--- config.mk ---
export PLATFORM = sky130hd
export DESIGN_NAME = fn_bank_sweep_ctrl
export DESIGN_NICKNAME = d
export VERILOG_FILES = /design/src/rtl/fn_bank_sweep_ctrl.sv
export SDC_FILE = /design/constraint.sdc
export NUM_CORES = 1
export LEC_CHECK = 0
export BUFFER_PORTS_ARGS = -buffer_cell sky130_fd_sc_hd__buf_2
export CORE_UTILIZATION = 40
export CTS_CLUSTER_DIAMETER = 200
export DETAILED_ROUTE_END_ITERATION = 8
export GPL_TIMING_DRIVEN = 0
export MAX_ROUTING_LAYER = met4
export PLACE_DENSITY = 0.67
export SYNTH_ARGS = -nofsm -noshare
export SYNTH_HDL_FRONTEND = slang
export SYNTH_SLANG_ARGS = --single-unit
--- constraint.sdc ---
create_clock -name clk -period 4.6 [get_ports clk]
set_input_delay 0.23 -clock clk [delete_from_list [all_inputs] [get_ports clk]]
set_output_delay 0.23 -clock clk [all_outputs]
set_load 0.02 [all_outputs]
--- src/rtl/fn_bank_sweep_ctrl.sv ---
// Sweep sequencer for a 2-input Boolean function bank: drives 4 vectors, captures truth tables, compares.
// Optional `SWEEP_LOOP_EN adds back-to-back looping (loop) and a sticky failure flag (sticky_fail).
module fn_bank_sweep_ctrl #(
  parameter int NUM_OUT       = 19,
  parameter int SETTLE_CYCLES = 1
) (
  input  logic                 clk,
  input  logic                 rst_n,
  input  logic                 start,
  input  logic                 abort,
`ifdef SWEEP_LOOP_EN
  input  logic                 loop,
  output logic                 sticky_fail,
`endif
  output logic                 x0,
  output logic                 x1,
  input  logic [NUM_OUT-1:0]   f_in,
  input  logic [4*NUM_OUT-1:0] exp_tt,
  output logic [4*NUM_OUT-1:0] tt_out,
  output logic [NUM_OUT-1:0]   mismatch,
  output logic                 pass,
  output logic                 result_valid,
  output logic                 busy,
  output logic                 done
);

  typedef enum logic [1:0] {
    IDLE,
    SETTLE,
    CAPTURE,
    DONE
  } state_t;

  localparam logic [3:0] CNT_LAST = 4'(SETTLE_CYCLES - 1);

  if (SETTLE_CYCLES < 1 || SETTLE_CYCLES > 15) begin : g_bad_settle
    $error("SETTLE_CYCLES must be in 1..15");
  end

  state_t state;
  state_t state_nxt;

  logic [1:0] idx;
  logic [3:0] cnt;

  logic go;
  logic launch;
  logic cap;
  logic step;
  logic fin;

  logic [4*NUM_OUT-1:0] tt_nxt;
  logic [NUM_OUT-1:0]   mis_nxt;

  always_ff @(posedge clk or negedge rst_n) begin
    if (!rst_n) begin
      state <= IDLE;
    end else begin
      state <= state_nxt;
    end
  end

  // abort beats a capture on the same edge
  always_comb begin
    state_nxt = state;
    go        = 1'b0;
    launch    = 1'b0;
    cap       = 1'b0;
    step      = 1'b0;
    fin       = 1'b0;
    unique case (state)
      IDLE: begin
        if (start && !abort) begin
          state_nxt = SETTLE;
          go        = 1'b1;
          launch    = 1'b1;
        end
      end
      SETTLE: begin
        if (abort) begin
          state_nxt = IDLE;
        end else if (cnt == CNT_LAST) begin
          state_nxt = CAPTURE;
        end
      end
      CAPTURE: begin
        if (abort) begin
          state_nxt = IDLE;
        end else begin
          cap = 1'b1;
          if (idx == 2'd3) begin
            fin       = 1'b1;
            state_nxt = DONE;
          end else begin
            step      = 1'b1;
            state_nxt = SETTLE;
          end
        end
      end
      DONE: begin
        state_nxt = IDLE;
`ifdef SWEEP_LOOP_EN
        if (loop && !abort) begin
          state_nxt = SETTLE;
          go        = 1'b1;
        end
`endif
      end
      default: state_nxt = IDLE;
    endcase
  end

  always_comb begin
    tt_nxt = tt_out;
    if (cap) begin
      for (int k = 0; k < NUM_OUT; k++) begin
        tt_nxt[4*k + int'(idx)] = f_in[k];
      end
    end
  end

  // compare uses the table including the bit captured on this edge
  always_comb begin
    mis_nxt = '0;
    for (int k = 0; k < NUM_OUT; k++) begin
      mis_nxt[k] = tt_nxt[4*k +: 4] != exp_tt[4*k +: 4];
    end
  end

  always_ff @(posedge clk or negedge rst_n) begin
    if (!rst_n) begin
      idx          <= '0;
      cnt          <= '0;
      tt_out       <= '0;
      mismatch     <= '0;
      pass         <= 1'b0;
      result_valid <= 1'b0;
    end else begin
      if (go) begin
        idx          <= '0;
        cnt          <= '0;
        result_valid <= 1'b0;
      end else if (step) begin
        idx <= idx + 2'd1;
        cnt <= '0;
      end else if (state == SETTLE && !abort) begin
        cnt <= cnt + 4'd1;
      end
      if (cap) begin
        tt_out <= tt_nxt;
      end
      if (fin) begin
        mismatch     <= mis_nxt;
        pass         <= ~|mis_nxt;
        result_valid <= 1'b1;
      end
    end
  end

`ifdef SWEEP_LOOP_EN
  always_ff @(posedge clk or negedge rst_n) begin
    if (!rst_n) begin
      sticky_fail <= 1'b0;
    end else if (launch) begin
      sticky_fail <= 1'b0;
    end else if (fin) begin
      sticky_fail <= sticky_fail | (|mis_nxt);
    end
  end
`else
  logic unused_launch;
  assign unused_launch = launch;
`endif

  assign x0   = idx[0];
  assign x1   = idx[1];
  assign busy = (state == SETTLE) || (state == CAPTURE);
  assign done = (state == DONE);

endmodule

**After elaboration in Yosys (flattened, before gate mapping)**

Cells that the tools add are included.

- Flip-flop bits (word level): 105
- Logic and storage cells: 202

- Add/subtract/negate cells: 20
- Order comparisons: 38
- Eq/ne operators: 25
- Muxes and demuxes: 81
- Reductions and logical operators: 31

Operators with widths:

| cell | number |
|---|---|
| $bwmux W76 | 19 |
| $demux W1 S7 | 18 |
| $mux W76 | 1 |
| $ne A4 B4 Y1 | 19 |
| $lt A7 B8 Y1 const B | 8 |
| $add A6 B2 Y7 const A | 8 |
| $ge A7 B1 Y1 const B | 8 |
| $lt A6 B8 Y1 const B | 4 |
| $mux W1 | 31 |
| $add A5 B2 Y6 const A | 4 |
| $add A7 B2 Y8 const A | 3 |
| $ge A6 B1 Y1 const B | 4 |
| $ge A8 B1 Y1 const B | 3 |
| $lt A8 B8 Y1 const B | 3 |
| $logic_and A1 B1 Y1 | 21 |
| $reduce_or A19 Y1 | 1 |
| $lt A5 B8 Y1 const B | 2 |
| $mux W2 | 7 |
| $mux W4 | 3 |
| $add A4 B2 Y5 const A | 2 |
| $ge A5 B1 Y1 const B | 2 |
| $lt A2 B8 Y1 const B | 1 |
| $lt A4 B8 Y1 const B | 1 |
| $pmux W2 S4 | 1 |
| 17 further kinds | 21 |

**Longest topological paths before layout**

Gate-level depths: netlist (run 1).

- Depth after elaboration: 27
- Depth in mapped cells: 11
- Mapped depth without buffers: 9

**Worst setup path after synthesis (run 1)**

OpenSTA, ideal clock, no wires.

- Kind: reg2reg
- From: register idx[0]
- To: register pass
- Arrival: 2.500 ns
- Required time: 4.524 ns
- Slack: 2.024 ns
- Cell stages (with the launch flop): 11
- Path buffers: 1
- Period minus slack after synthesis: 2.576 ns
- Path through: dfrtp_1 -> inv_1 -> ha_1 -> nand3b_1 -> buf_6 -> mux2i_1 -> a221o_1 -> a221oi_1 -> nand4b_1 -> or4_1 -> o21ai_1

- Longest elaborated chain between the ends: 27
- Elaborated cells on any way between the ends: 158

RTL lines:

| item | RTL line | source |
|---|---|---|
| from (decl) | 43 | `logic [1:0] idx;` |
| from (signal assigned) | 144 | `idx <= idx + 2'd1;` |
| $add A3 B2 Y4, or another cell as far along | 117 | `tt_nxt[4*k + int'(idx)] = f_in[k];` |
| $lt A4 B8 Y1 (implied by the code), or another cell as far along | 117 |  |
| $logic_and A1 B1 Y1 (implied by the code) or $mux W1 (tied branches) | 117 |  |
| $mux W1 (implied by the code) or $demux W1 S2 (tied branches) | 117 |  |
| $demux W1 S7 or $bwmux W76 (tied branches) | 117 |  |
| $bwmux W76 (18 in a row) | 117 |  |
| $mux W76 | 115 | `if (cap) begin` |
| $ne A4 B4 Y1 | 126 | `mis_nxt[k] = tt_nxt[4*k +: 4] != exp_tt[4*k +: 4];` |
| $reduce_or A19 Y1 | 154 | `pass <= ~\|mis_nxt;` |
| $logic_not A1 Y1 | 154 |  |
| to (signal assigned) | 154 |  |
| to (decl) | 21 | `output logic pass,` |

Parallel ways exist; a longest one is shown, timed or not.
A chain may end at the register's enable or synchronous reset.

**Worst setup path in the final report (run 1)**

- From: register state[0]
- To: register pass

- Longest elaborated chain between the ends: 6
- Elaborated cells on any way between the ends: 25

RTL lines:

| item | RTL line | source |
|---|---|---|
| from (decl) | 40 | `state_t state;` |
| from (signal assigned) | 59 | `state <= state_nxt;` |
| $eq A2 B2 Y1 (*) | 71 | `unique case (state)` |
| $mux W1 | 71 |  |
| $mux W76 | 115 |  |
| $ne A4 B4 Y1 | 126 |  |
| $reduce_or A19 Y1 | 154 |  |
| $logic_not A1 Y1 | 154 |  |

Every way passes the cells marked *; elsewhere a longest branch is shown, timed or not.

==> metrics.md, run 1 <==
| Metric | Value |
|---|---|
| Critical path startpoint category | `flop` |
| Core area | `0.01324 mm²` |
| Final min period | `3.125 ns` |
| Reg clk slew, reported paths | `0.07 ns` |
| Max Fclk | `320.0 MHz` |
| Leakage | `0.004140 µW` |
| Max Used Layer | `met4` |
| Outcome | `finished with violations` |
| Synth Flop Type | `dfrtp_1` |
| Vias post-DR | `4425` |
| Die height | `around 120 µm` |
| Power density over cell area | `511.1 mW/mm²` |
| Max IR drop VDD | `0.0002297 V` |
| Count leader, synth | `dfrtp_1` |
| Rel. slew slack | `0.4535` |
| Worst hold slack | `-0.01855 ns` |
| Share of the synthesized area in the top cell type | `0.4821` |
| Number of synthesized flops with an enable pin | `0` |
| Fillers | `1231` |
| CTS tree | `built` |
| Worst setup EP type | `flop` |
| Post-CTS setup buffers | `0` |
| Clk_lat worst skew | `between 0.3 and 0.4 ns` |
| Failing checks | `negative hold slack` |
| Clk sink count | `105` |
| Worst slew pin tran | `0.8198 ns` |
| Yosys warning count | `0` |
| HP Class | `in -> async` |
| Gpl congestion | `slightly above 0.8` |
| Reg2Reg Capture Point | `pass` |
| DR WL met3 | `828 µm` |
| Vias in the first global route | `4583` |
| Cell chain of the critical path | `inv_1 > ha_1 > buf_6 > nand3b_4 > buf_6 > a32oi_1 > nand4_1 > nor3_1 > nand4_1 > or4_1 > o21ai_1` |
| Post-DR vias/cell | `5.163` |
| Total CTS buffers | `9` |
| Synth Register Bits | `105` |
| Met2 WL post-DR | `around 7.6 mm` |
| Final worst setup slack | `1.475 ns` |
| I/O pins | `200` |
| Buf/Inv on CP | `3` |
| Async set-reset flop share out of synthesis | `1.000` |
| Clock skew | `0.008332 ns` |
| Post_cts resized | `0` |
| Mapped Cells | `465` |
| Critical path's slowest cell | `or4_1` |
| Unrepaired setup endpoints after global routing | `no` |
| Final setup violation count | `0` |
| Post-route cell area | `0.006973 mm²` |
| Avg Synthesized Cell Area | `11.72 µm²` |
| Area grow syn2layout | `27.94%` |
| Wire per inst | `18.07 µm` |
| # H-tree levels | `3` |
| Worst Reg-to-Reg Cells | `11` |
| Slowest stage delay, CP | `approximately 0.56 ns` |
| Final period util | `0.6794` |
| Remaining Overflow, GRT | `0` |
| Reg2reg start | `state[0]` |
| CP delay by family, top | `simple AND/OR/NAND/NOR gates` |
| Root Driver | `clkbuf_16` |
| Final Hold Vio Count | `12` |
| IO buf count | `199` |
| Mapped Area | `roughly 0.0055 mm²` |
| R2R Setup Slk | `1.47 ns` |
| Metal-1 WL | `6.774 mm` |
| Crit path kind | `reg -> reg` |
| Fin nets | `789` |
| Top cells by area, synth | `dfrtp_1 48%, mux2_2 10%, xor2_1 7.6%` |
| Largest net degree at the start of global routing | `61` |
| GRT Util Overall | `0.2325` |
| Ant diodes | `0` |
| Post-detailed-routing wire length | `~15 mm` |
| Worst EP arrival | `3.40 ns` |
| Clock Path Buffers | `2` |
| Crit Path Max Fanout | `10` |
| Sum Neg Setup Slack | `0 ns` |
| Syn nets | `578` |
| Setup WS pre-CTS | `1.511 ns` |
| Final Max Slew Viols | `0` |
| Wire length of the first global-routing pass | `24.09 mm` |
| Chip Width | `118.7 µm` |
| Seq/Total Area, Yosys | `0.4821` |
| Dpl hpwl | `11.80 mm` |
| Initial Util | `0.4116` |
| # rows | `42` |
| Synth top cells by count | `105 x dfrtp_1, 50 x mux2_2, 47 x xor2_1, 39 x inv_1, 24 x mux2i_1` |
| Worst Path Required | `4.87 ns` |
| 1st-pass router iterations | `4` |
| DRC | `0` |
| DRT antenna net count | `0` |
| Post-synthesis cell type count | `54` |
| DIE AREA | `roughly 0.014 mm²` |
| Area after DPL | `~0.0067 mm²` |
| Max-Cap Viols | `0` |
| Initial antenna violation count | `0` |
| DR iter-0 viols | `175` |
| Layout cells sized above 1 | `0.4200` |
| Yosys top cell by area | `dfrtp_1` |
| Hold Buf Count CTS | `0` |
[final cells by class]
type                       count  area [µm²]  area share
buffer                        15       122.6     0.01758
clock buffer                  14       264.0     0.03786
clock inverter                 2       12.51    0.001794
inverter                      39       146.4     0.02099
multi-input combinational    306        2554      0.3662
sequential                   105        2628      0.3768
tap                          176       220.2     0.03158
timing repair buffer         200        1026      0.1471
[flip-flops by register name, summed over array words and instances (netlist names)]
| signal | count |
|---|---|
| cnt | 4 |
| mismatch | 19 |
| idx | 2 |
| state | 2 |
| tt_out | 76 |
| pass | 1 |
| result_valid | 1 |
[power by group]
group | internal [µW] | switching [µW] | total [µW] | leakage [µW]
sequential | 1180 | 164 | 1350 | 0.00142
clock | 397 | 329 | 726 | 0.000133
combinational | 581 | 909 | 1490 | 0.00259
[routing by layer]
layer,GRT usage,vias to the layer above
met5,-,-
met4,0.07832,0
met3,0.04633,20
met2,0.3893,163
met1,0.2798,2184
li1,-,2058
[per-stage QoR]
| step | instances | utilization | power [µW] |
|---|---|---|---|
| after global placement | 840 | 0.5034 | 2804 |
| after floorplan | 465 | - | 2333 |
| after CTS | 857 | 0.5266 | 3596 |
| final | 857 | 0.5266 | 3564 |
| after detailed placement | 841 | 0.5057 | 2854 |
| after global routing | 857 | 0.5266 | 3778 |
[cell usage in the layout (no fill, tap or decap), types with 2 or more instances in the layout]
cell type  synthesis  layout
a21oi_1            3       3
a221o_1            2       2
a221oi_1           5       5
a22oi_1            3       3
a31oi_1            3       3
a32oi_1            3       3
and2_1             2       2
and4_1             2       2
buf_2              2     200
buf_4              1       2
buf_6              8       8
clkbuf_1           3       6
clkbuf_16          0       9
clkbuf_8           0       2
dfrtp_1          105     105
ha_1              14      14
inv_1             39      39
mux2_2            50      50
mux2_4             2       2
mux2i_1           24      24
nand2_1           23      23
nand3_1            3       3
nand3b_1           3       3
nand3b_4           6       6
nand4_1            4       4
nand4b_1           2       2
nor2_1            21      21
nor2b_1            8       8
nor3_1             4       4
nor3b_1            5       5
nor4_1            10      10
o21ai_0           19      19
o22ai_1           13      13
xnor2_1            5       5
xor2_1            47      47
[how the worst max path moves through the flow]
| stage | startpoint | to | slack (ns) | cells past startpoint |
|---|---|---|---|---|
| 2_1_floorplan | idx[0] | pass | 2.02 | 10 |
| 3_3_place_gp | state[0] | pass | 1.47 | 11 |
| 3_5_place_dp | state[0] | pass | 1.51 | 11 |
| 4_1_cts | state[0] | pass | 1.49 | 11 |
| 5_1_grt | state[0] | pass | 1.24 | 10 |
| 6_report | state[0] | pass | 1.47 | 11 |
[worst reg2reg max path, stage by stage (launching register included)]
cell and delay (ns):
dfrtp_1 0.42, inv_1 0.10, ha_1 0.22, buf_6 0.21, nand3b_4 0.23, buf_6 0.24, a32oi_1 0.21, nand4_1 0.11
nor3_1 0.45, nand4_1 0.14, or4_1 0.56, o21ai_1 0.16
[cell families (layout without fill, tap and decap cells)]
group                      count (synthesis)  in the layout  share of synthesized area
AOI/OAI and AO/OA                         64             64                    0.08357
xor gates and xnor gates                  52             52                    0.08356
adders and majority gates                 14             14                    0.03214
buffers and inverters                     54            270                    0.04936
DFF                                      105            105                     0.4821
muxes                                     77             77                     0.1570
and+or+nand+nor                           99             99                     0.1123
(Power assumes the default switching activity.)
==> inputs of run 2 (changes only) <==
--- a/config.mk
+++ b/config.mk
@@ -5,13 +5,14 @@
 export SDC_FILE = /design/constraint.sdc
 export NUM_CORES = 1
 export LEC_CHECK = 0
+export ABC_AREA = 1
 export BUFFER_PORTS_ARGS = -buffer_cell sky130_fd_sc_hd__buf_2
 export CORE_UTILIZATION = 40
 export CTS_CLUSTER_DIAMETER = 200
 export DETAILED_ROUTE_END_ITERATION = 8
 export GPL_TIMING_DRIVEN = 0
 export MAX_ROUTING_LAYER = met4
-export PLACE_DENSITY = 0.67
+export PLACE_DENSITY = 0.65
 export SYNTH_ARGS = -nofsm -noshare
 export SYNTH_HDL_FRONTEND = slang
 export SYNTH_SLANG_ARGS = --single-unit
==> constraint.sdc (replaced) <==
create_clock -name clk -period 2.92 [get_ports clk]
set_input_delay 0.146 -clock clk [delete_from_list [all_inputs] [get_ports clk]]
set_output_delay 0.146 -clock clk [all_outputs]
set_load 0.02 [all_outputs]
==> run 2 against run 1 <==
The flow now finishes without violations. Clock skew grew 0.00082 ns. Flip-flop and latch count is the same. Utilization shrank 1.1 points. Synthesized cell count grew 98%. Critical path depth grew 5. Sequential share of layout area shrank 4.1 points. Register-to-register slack lost 1.3 ns. Total power grew 94%. Critical endpoint unchanged. Largest cell class is now multi-input gates. Largest power group unchanged.
==> metrics.md, run 2 <==
| Metric | Value |
|---|---|
| Remaining Overflow, GRT | `0 (unchanged)` |
| Root Driver | `clkbuf_16` |
| DIE AREA | `0.01598 mm² (+13%)` |
| Reg clk slew, reported paths | `0.07 ns (about the same)` |
| Avg Synthesized Cell Area | `6.713 µm² (-43%)` |
| Crit path depth | `16 (+5)` |
| Initial Util | `0.4087 (-0.002891)` |
| Total CTS buffers | `9 (unchanged)` |
| Routing usage on met1 | `0.3466 (+0.06683)` |
| Ant diodes | `0 (unchanged)` |
| Critical path's slowest cell | `dfrtp_1` |
| Max-Cap Viols | `0 (unchanged)` |
| Sequential Power Share | `0.342 (-0.036)` |
| Wire length of the first global-routing pass | `31.00 mm (+29%)` |
| Synth top cells by count | `431 x nand2_1, 130 x inv_1, 105 x dfrtp_1, 100 x nand3_1, 50 x nor2_1` |
| Share of the synthesized area in the top cell type | `0.4245 (-0.05759)` |
| Post-CTS setup buffers | `0 (unchanged)` |
| Post-synthesis cell type count | `25 (-54%)` |
| Slowest stage delay, CP | `0.40 ns (-0.16 ns)` |
| Top cells by area, synth | `dfrtp_1 42%, nand2_1 26%, nand3_1 8.1%` |
| Final min period | `2.723 ns (-0.4020 ns)` |
| Clk sink count | `105 (unchanged)` |
| Most frequent cells in the layout | `431 x nand2_1, 207 x buf_2, 128 x inv_1, 105 x dfrtp_1, 98 x nand3_1` |
| Final Max Slew Viols | `0 (unchanged)` |
| CP delay by family, top | `simple AND/OR/NAND/NOR gates` |
| Most common cell after layout, fill and taps aside | `nand2_1` |
| 1st-pass router iterations | `7 (+3)` |
| Yosys warning count | `0 (unchanged)` |
| Initial antenna violation count | `0 (unchanged)` |
| Final Hold Vio Count | `0 (-12)` |
| Worst setup EP type | `flop` |
| Seq/Total Area, Yosys | `0.4245 (-0.05759)` |
| Reg2Reg Capture Point | `pass` |
| Clock Path Buffers | `2 (unchanged)` |
| Die height | `126.4 µm (+6.5%)` |
| Layout cells sized above 1 | `0.2160 (-0.2040)` |
| Biggest regs | `tt_out: 76 flops, mismatch: 19 flops, cnt: 4 flops` |
| Outcome | `finished, final reports clean` |
| Hold path depth | `3` |
| Unrepaired setup endpoints after global routing | `no` |
| Post-route cell area | `0.007814 mm² (+12%)` |
| Clock skew | `0.009148 ns (+0.0008159 ns)` |
| Worst EP arrival | `3.02 ns (-0.38 ns)` |
| Clk_lat worst skew | `0.36 ns (about the same)` |
| Buf/Inv on CP | `3 (unchanged)` |
| Final setup violation count | `0 (unchanged)` |
| Final period util | `0.9327 (+0.2532)` |
| Area after DPL | `0.007451 mm² (+11%)` |
| GRT met2 Usage | `0.4319 (+0.04266)` |
| Vias in the first global route | `5800 (+27%)` |
| Synth Flop Type | `dfrtp_1` |
| Max IR drop VDD | `0.0004211 V (+83%)` |
| Total power | `6923 µW (+94%)` |
| CTS tree | `built` |
| Mapped Cells | `922 (+98%)` |
| Cell mode on critical path | `nand2_1` |
| Power density over cell area | `886.0 mW/mm² (+73%)` |
| Number of synthesized flops with an enable pin | `0 (unchanged)` |
| Max Fclk | `367.2 MHz (+15%)` |
| Dpl hpwl | `15.87 mm (+34%)` |
| Worst slew pin tran | `0.6652 ns (-0.1546 ns)` |
| I/O pins | `200 (unchanged)` |
| Biggest register | `tt_out` |
| Final worst setup slack | `0.1966 ns (-1.278 ns)` |
| Count leader, synth | `nand2_1` |
| Vias post-DR | `6534 (+48%)` |
| Sw Pwr | `3039 µW (+120%)` |
| Largest net degree at the start of global routing | `60 (-1.6%)` |
| Part of the power in combinational logic | `0.455 (+0.037)` |
| Core area | `0.01515 mm² (+14%)` |
| # H-tree levels | `3 (unchanged)` |
| Rel. slew slack | `0.5566 (+0.1031)` |
| Switching share of power | `0.4389 (+0.04554)` |
| GRT Util Overall | `0.2662 (+0.03369)` |
| DRC | `0 (unchanged)` |
| HP Class | `in -> reg` |
| Fin nets | `1247 (+58%)` |
| Post-detailed-routing wire length | `20.32 mm (+31%)` |
| Clock power frac | `0.203 (about the same)` |
| Synth Register Bits | `105 (unchanged)` |
| R2R Setup Slk | `0.20 ns (-1.28 ns)` |
| Syn nets | `1035 (+79%)` |
| Worst Hold Path EP | `tt_out[54]` |
| IO buf count | `199 (unchanged)` |
| Mapped Area | `0.006190 mm² (+14%)` |
| Crit Path Max Fanout | `10 (unchanged)` |
| Sum Neg Setup Slack | `0 ns (unchanged)` |
| Worst Reg-to-Reg Cells | `16 (+5)` |
| Wire per inst | `15.31 µm (-15%)` |
| Worst Min Path Start | `f_in[13]` |
| Number of flip-flops in the largest register | `76 (unchanged)` |
| Gpl congestion | `0.8765 (+5.8%)` |
| Reg2reg start | `state[0]` |
| Crit path kind | `reg -> reg` |
| Async set-reset flop share out of synthesis | `1.000 (unchanged)` |
| Area grow syn2layout | `26.24%` |
| Worst Path Required | `3.22 ns (-1.65 ns)` |
| Setup WS pre-CTS | `0.1787 ns (-1.333 ns)` |
| Chip Width | `126.4 µm (+6.5%)` |
| Yosys top cell by area | `dfrtp_1` |
| Critical path startpoint category | `flop` |
| DRT antenna net count | `0 (unchanged)` |
| Post-DR vias/cell | `4.924 (-4.6%)` |
| Most Crowded Layer GR | `met2` |
| Internal power | `3884 µW (+80%)` |
| DR iter-0 viols | `495 (+180%)` |
| Crit path from | `state[0]` |
| Cell chain of the critical path | `inv_1 > ha_1 > buf_6 > nand2_1 > nor2_1 > buf_4 > nand2_1 > nand3_1 > nand2_1 > nor2_1 > nand2_1 > nor2_1 > nand3_1 > nor2_1 > nand2_1 > nand2_1` |
| # rows | `45 (+7.1%)` |
| Leakage | `0.004922 µW (+19%)` |
| GRT met3 Usage | `0.04892 (+0.002592)` |
## run 2: cell count changes after synthesis, sizes merged, moves of 13 or more
cell   change
inv       +94
o22ai     -13
nand4     +19
mux2      -52
mux2i     -25
nand2    +408
xor2      -46
nand3    +101
nor2      +30
## run 2: timing repair
action	4_1_cts	5_1_grt
endpoints found under the hold margin	46	0
setup endpoints to repair	0	1
resized for setup	0	6
hold buffers	1	0
## run 2: per-stage QoR
stage                 util  hold WS (ns)  cells
finish              0.5159       0.06692   1327
global route        0.5159       0.07668   1327
CTS                 0.5151       0.06147   1327
detailed placement  0.4919        0.2235   1310
global placement    0.4900        0.4285   1309
floorplan                -       -0.1496    922
## run 2: how the worst max path moves through the flow
stage	to	slack [ns]
floorplan	pass	0.80
global placement	pass	0.18
detailed placement	pass	0.18
CTS	pass	0.15
global route	pass	0.02
finish	pass	0.20
## run 2: logic make-up after synthesis
family                   synth area share
AND/OR/NAND/NOR                    0.4199
buffers and inverters             0.09966
flip-flops                         0.4245
AO/OA/AOI/OAI                     0.02628
adder cells (fa/ha/maj)           0.02830
XOR/XNOR                         0.001415
## run 2: routing by layer
layer  wire (µm)  vias to the layer above
li1            -                     3288
met1        9065                     2978
met2        9547                      245
met3        1421                       23
met4         282                        0
met5           0                        -
## run 2: final cells by class
cell class / instances / area [µm²]
plain buffers: 20 / 120.1
clock buffers: 12 / 266.5
clock inverters: 4 / 73.82
fillers: 1531 / 7332
inverters: 133 / 499.2
multi-input cells: 664 / 2955
flip-flops and latches: 105 / 2628
well taps: 188 / 235.2
repair buffers: 201 / 1036
## run 2: worst min-delay path, stage by stage
cell	delay, ns
buf_2	0.11
nand2_1	0.07
nand2_1	0.06
## run 2: power groups by stage
stage	registers (µW)	clock network (µW)	logic [µW]
after floorplan	2990	0	1430
after global placement	2380	0	3100
after detailed placement	2380	0	3150
after CTS	2360	1420	3160
after global routing	2430	1480	3500
final	2370	1410	3150
